`src/rtl/mem_arbiter.sv`:
```
`default_nettype none
// ============================================================================
// Module   : mem_arbiter
// Purpose  : Two-port (fetch / data) arbiter in front of a single-ported RAM
//            with a four-phase memFuncActive / memFuncComplete handshake.
//            A tie goes to the port that was not granted last. Misaligned or
//            reserved-size requests are granted but answered with Err instead
//            of a RAM access.
// Revision : 1.0 - initial release
// ----------------------------------------------------------------------------
// Ports
//   Clk, nReset                      clock, asynchronous active-low reset
//   fReq, fAddr                      fetch request, byte address (word read)
//   fDone, fErr, fData               fetch completion pulse, error, read data
//   dReq, dReadWrite, dAddr          data request, 1=write 0=read, address
//   dDataIn, dDataSize               write data, size (00 B, 01 H, 11 W)
//   dDone, dErr, dData               data completion pulse, error, read data
//   memFuncActive, readWrite,
//   address, dataIn, dataSize        RAM-side request bus
//   dataOut, memFuncComplete         RAM read data and completion
// Configuration
//   MEM_ARBITER_TIMEOUT_EN           when defined, an access that takes
//                                    TIMEOUT_CYCLES cycles is aborted with Err
// ============================================================================
module mem_arbiter #(
    parameter int TIMEOUT_CYCLES = 64
) (
    input  logic        Clk,
    input  logic        nReset,
    input  logic        fReq,
    input  logic [8:0]  fAddr,
    output logic        fDone,
    output logic        fErr,
    output logic [31:0] fData,
    input  logic        dReq,
    input  logic        dReadWrite,
    input  logic [8:0]  dAddr,
    input  logic [31:0] dDataIn,
    input  logic [1:0]  dDataSize,
    output logic        dDone,
    output logic        dErr,
    output logic [31:0] dData,
    output logic        memFuncActive,
    output logic        readWrite,
    output logic [8:0]  address,
    output logic [31:0] dataIn,
    output logic [1:0]  dataSize,
    input  logic [31:0] dataOut,
    input  logic        memFuncComplete
);

    localparam logic [1:0] c_IDLE    = 2'd0;
    localparam logic [1:0] c_ACCESS  = 2'd1;
    localparam logic [1:0] c_RELEASE = 2'd2;

    localparam logic [1:0] c_SIZE_WORD = 2'b11;

    if (TIMEOUT_CYCLES < 2 || TIMEOUT_CYCLES > 255) begin : g_timeoutRange
        $error("mem_arbiter: TIMEOUT_CYCLES must be within 2..255");
    end

    logic [1:0]  r_state;
    logic        r_lastGrantData;   // 1: data port won the last grant
    logic        r_winnerData;      // port owning the transfer in flight
    logic        r_errPending;      // grant was a rejected (misaligned) request
    logic        r_memFuncActive;
    logic        r_readWrite;
    logic [8:0]  r_address;
    logic [31:0] r_dataIn;
    logic [1:0]  r_dataSize;
    logic        r_fDone, r_fErr, r_dDone, r_dErr;
    logic [31:0] r_fData, r_dData;

    logic        w_anyReq;
    logic        w_grantData;
    logic        w_reqWrite;
    logic [8:0]  w_reqAddr;
    logic [31:0] w_reqData;
    logic [1:0]  w_reqSize;
    logic        w_reqBad;
    logic        w_timeout;
    logic        w_releaseErr;

    // Arbitration and alignment check of the would-be winner.
    always_comb begin
        w_anyReq    = fReq | dReq;
        w_grantData = dReq & (~fReq | ~r_lastGrantData);
        if (w_grantData) begin
            w_reqWrite = dReadWrite;
            w_reqAddr  = dAddr;
            w_reqData  = dDataIn;
            w_reqSize  = dDataSize;
        end else begin
            w_reqWrite = 1'b0;
            w_reqAddr  = fAddr;
            w_reqData  = '0;
            w_reqSize  = c_SIZE_WORD;
        end
        case (w_reqSize)
            2'b00:   w_reqBad = 1'b0;
            2'b01:   w_reqBad = w_reqAddr[0];
            2'b11:   w_reqBad = |w_reqAddr[1:0];
            default: w_reqBad = 1'b1;
        endcase
    end

`ifdef MEM_ARBITER_TIMEOUT_EN
    logic [7:0] r_toCnt;

    // Counts edges since grant; cleared whenever the arbiter is idle.
    always_ff @(posedge Clk or negedge nReset) begin
        if (!nReset) begin
            r_toCnt <= '0;
        end else if (r_state == c_IDLE) begin
            r_toCnt <= '0;
        end else begin
            r_toCnt <= r_toCnt + 8'd1;
        end
    end

    assign w_timeout = (r_state != c_IDLE) && (r_toCnt == 8'(TIMEOUT_CYCLES - 1));
`else
    assign w_timeout = 1'b0;
`endif

    // Leaving RELEASE with memFuncComplete still high only happens on timeout.
    assign w_releaseErr = r_errPending | memFuncComplete;

    always_ff @(posedge Clk or negedge nReset) begin
        if (!nReset) begin
            r_state         <= c_IDLE;
            r_lastGrantData <= 1'b0;
            r_winnerData    <= 1'b0;
            r_errPending    <= 1'b0;
            r_memFuncActive <= 1'b0;
            r_readWrite     <= 1'b0;
            r_address       <= '0;
            r_dataIn        <= '0;
            r_dataSize      <= '0;
            r_fDone         <= 1'b0;
            r_fErr          <= 1'b0;
            r_dDone         <= 1'b0;
            r_dErr          <= 1'b0;
            r_fData         <= '0;
            r_dData         <= '0;
        end else begin
            r_fDone <= 1'b0;
            r_fErr  <= 1'b0;
            r_dDone <= 1'b0;
            r_dErr  <= 1'b0;
            case (r_state)
                c_IDLE: begin
                    if (w_anyReq) begin
                        r_lastGrantData <= w_grantData;
                        r_winnerData    <= w_grantData;
                        r_errPending    <= w_reqBad;
                        if (w_reqBad) begin
                            // No RAM access: RELEASE answers with Err next edge.
                            r_state <= c_RELEASE;
                        end else begin
                            r_memFuncActive <= 1'b1;
                            r_readWrite     <= w_reqWrite;
                            r_address       <= w_reqAddr;
                            r_dataIn        <= w_reqData;
                            r_dataSize      <= w_reqSize;
                            r_state         <= c_ACCESS;
                        end
                    end
                end
                c_ACCESS: begin
                    if (memFuncComplete) begin
                        r_memFuncActive <= 1'b0;
                        if (!r_readWrite) begin
                            if (r_winnerData) begin
                                r_dData <= dataOut;
                            end else begin
                                r_fData <= dataOut;
                            end
                        end
                        r_state <= c_RELEASE;
                    end else if (w_timeout) begin
                        r_memFuncActive <= 1'b0;
                        r_dDone         <= r_winnerData;
                        r_dErr          <= r_winnerData;
                        r_fDone         <= ~r_winnerData;
                        r_fErr          <= ~r_winnerData;
                        r_state         <= c_IDLE;
                    end
                end
                c_RELEASE: begin
                    if (r_errPending || !memFuncComplete || w_timeout) begin
                        r_dDone <= r_winnerData;
                        r_dErr  <= r_winnerData & w_releaseErr;
                        r_fDone <= ~r_winnerData;
                        r_fErr  <= ~r_winnerData & w_releaseErr;
                        r_state <= c_IDLE;
                    end
                end
                default: begin
                    r_state <= c_IDLE;
                end
            endcase
        end
    end

    assign fDone         = r_fDone;
    assign fErr          = r_fErr;
    assign fData         = r_fData;
    assign dDone         = r_dDone;
    assign dErr          = r_dErr;
    assign dData         = r_dData;
    assign memFuncActive = r_memFuncActive;
    assign readWrite     = r_readWrite;
    assign address       = r_address;
    assign dataIn        = r_dataIn;
    assign dataSize      = r_dataSize;

endmodule
`default_nettype wire

```
`config.mk`:
```
export PLATFORM = sky130hd
export DESIGN_NAME = mem_arbiter
export DESIGN_NICKNAME = d
export VERILOG_FILES = /design/src/rtl/mem_arbiter.sv
export SDC_FILE = /design/constraint.sdc
export NUM_CORES = 1
export LEC_CHECK = 0
export CORE_ASPECT_RATIO = 1.25
export CORE_UTILIZATION = 45
export DETAILED_ROUTE_END_ITERATION = 12
export DONT_BUFFER_PORTS = 1
export GPL_ROUTABILITY_DRIVEN = 0
export GPL_TIMING_DRIVEN = 0
export HOLD_SLACK_MARGIN = 0.03
export PLACE_DENSITY = 0.64
export SETUP_SLACK_MARGIN = 0.15
export SYNTH_ARGS = -nofsm -noshare
export SYNTH_HDL_FRONTEND = slang
export SYNTH_SLANG_ARGS = --single-unit
```
`constraint.sdc`:
```
create_clock -name Clk -period 1.82 [get_ports Clk]
set_input_delay 0.182 -clock Clk [delete_from_list [all_inputs] [get_ports Clk]]
set_output_delay 0.182 -clock Clk [all_outputs]
set_load 0.1 [all_outputs]
```
==> reports/metrics.cfg <==
[timing]
final.min_clock_period_ns=1.914
finalMaxSlewViolations=0
fin_ws_ns=-0.09422
hold_ws_ns=-0.5286
rsz0062_at_grt=yes
finalHoldViolCount=117
fin_skew_ns=0.01093
setup_viol=35
fmax_mhz=522.4
min_period_over_period_pct=105.2
worst_pin_slew_ns=1.008
max-slew-margin-rel_pct=32.77

[clock_tree]
cts_htree_levels=4
ctsHoldBuffers=85
cts.sinks=117
cts_made_buffers=17
insertion_delay_ns=0.41
root_buffer=clkbuf_16
cts_max_path_buffers=2
clkTransAtPathRegs_ns=0.06
cts_tree=done

[worst_setup_path]
reg2reg_depth=4
cp_data_arrival_time_ns=2.19
slowest_stage=dfrtp_4
startpoint_type=register
required_ns=2.10
crit_path_end_kind=register
path_depth=4
path_delay_family=flip-flops
path_max_fanout=10
r2r_slack_ns=-0.09
path_buf_inv=2
cp_cell_sequence=or4_4 > buf_6 > buf_12 > mux2_4
crit_type=reg2reg
slowest_delay_ns=0.63

[global_route]
grt_pass1_vias=3987
grt_pass1_wl_mm=20.27
track_usage_pct=23.45
grt.overflow.total=0
grt_max_degree=118
antenna_found_initial=0

[floorplan]
initial_utilization_pct=46.59
core_area_um2=10720
die_w_um=96.23
die-area_um2=11530
io_pins=203
num_rows=42
die_h_um=119.8

[route]
post_drt_wl_per_cell_um=22.28
wirelength_mm=14.06
firstDrtPassIters=4
viasPerCell=5.762
ant_nets=0
dr_total_vias=3636
route.detailed.drc=0
drt-initial-drc-count=85

[yosys]
synth_ff_type=dfrtp_1
postSynthNetCount=448
post-synth-top-count-cell=dfrtp_1
synth_top_area_share_pct=58.62
synthArstFlopShare_pct=100.0
synth_common_cells=dfrtp_1 (117), a22oi_1 (33), mux2_2 (33), o2bb2ai_1 (33), mux2_4 (30)
ys_types=39
synthTopCellsByArea=dfrtp_1 (59%), mux2_4 (9.0%), mux2_2 (7.4%)
ys_ff_latch=117
yosys_warnings=0
netlist_area_um2=4995
syn_avg_cell_area_um2=13.95
synth-edff-count=0
yosysSeqAreaShare_pct=58.62
yosys.area.top_type=dfrtp_1
syn_inst=358

[job]
maxCapViolCount=0

[final_layout]
fin_nets=576
fill_cells=709
diodes=0
syn_to_final_growth_pct=47.82
drive_gt1_share_pct=40.28

[placed_design]
pre_cts_ws_ns=-0.2994
hpwl_mm=7.576
io_buffer_count=0

[hold_path]
hold_class=in2async

[outcome]
status=finished, violations left
violations=hold timing, setup timing

[placed cells by master, fill, tap and decap left out, types with 7 or more instances in the layout]
cell,Yosys,layout
o2bb2ai_2,0,7
dlygate4sd3_1,0,85
clkbuf_16,0,18
dfrtp_1,117,114
nand2_1,29,29
buf_4,0,12
mux2_4,30,71
buf_6,2,13
o2bb2ai_1,33,26
a22oi_2,0,32
[cells by family after synthesis]
logic type / count (synthesis) / share of synthesized area [%]
simple gates: 50 / 4.810
mux: 73 / 18.71
compound gates: 86 / 13.95
flops: 117 / 58.62
buf+inv: 32 / 3.908
[flip-flops by register name (all words and copies together), names as in the netlist]
| register | cells |
|---|---|
| r_errPending | 1 |
| dataIn | 32 |
| address | 9 |
| r_winnerData | 1 |
| r_state | 2 |
| dData | 32 |
| memFuncActive | 1 |
| dErr | 1 |
| readWrite | 1 |
| fErr | 1 |
| dataSize | 2 |
| fDone | 1 |
| fData | 32 |
| dDone | 1 |
[area by class of cell]
type                    instances  area (um^2)  area share (%)
repair buffers                109         1147           15.54
flip-flops and latches        117         2934           39.74
clock inverters                11        125.1           1.695
well taps                     132        165.2           2.237
multi-input cells             209         2261           30.62
clock buffers                  21        470.5           6.372
inverters                       6        22.52          0.3050
plain buffers                  26        257.7           3.491
[metrics by stage]
| stage | setup TNS, ns | utilization, % | instances | area (um^2) |
|---|---|---|---|---|
| after floorplan | -0.3028 | - | 358 | 4999 |
| after global placement | -10.64 | 48.17 | 490 | 5164 |
| after detailed placement | -11.28 | 48.17 | 490 | 5164 |
| after CTS | -2.623 | 66.87 | 625 | 7168 |
| after global routing | -3.310 | 68.87 | 631 | 7383 |
| final | -2.528 | 68.87 | 631 | 7383 |
[layer usage]
metal  vias to the layer above  track usage (%)  part of all wire (%)
met5                         -                0                     0
met3                        11            9.569                   8.7
met2                       185            40.51                    53
li1                       1587                -                     -
met1                      1853            25.54                    38
met4                         0            7.743                  0.95
[what timing repair did]
item	in CTS	in global routing
pin swaps	33	12
setup endpoints to repair	103	108
hold endpoints to repair	227	117
gates cloned	5	2
gates resized for setup	93	45
setup buffers	13	4
[worst paths after layout]
path | startpoint | endpoint
worst max-delay path | readWrite$_DFFE_PN0P_ | dData[17]$_DFFE_PN0P_
worst min register to register | r_errPending$_DFFE_PN0P_ | r_state[1]$_DFFE_PN0P_
worst min-delay path | nReset | dData[28]$_DFFE_PN0P_
min in group Clk | fAddr[8] | address[8]$_DFFE_PN0P_
max in group asynchronous | nReset | dataSize[0]$_DFFE_PN0P_
worst max register to register | readWrite$_DFFE_PN0P_ | dData[17]$_DFFE_PN0P_
Power is left out: the tool's default activity adds up to more than one toggle a clock period on the data nets, which glitch-free logic cannot reach.
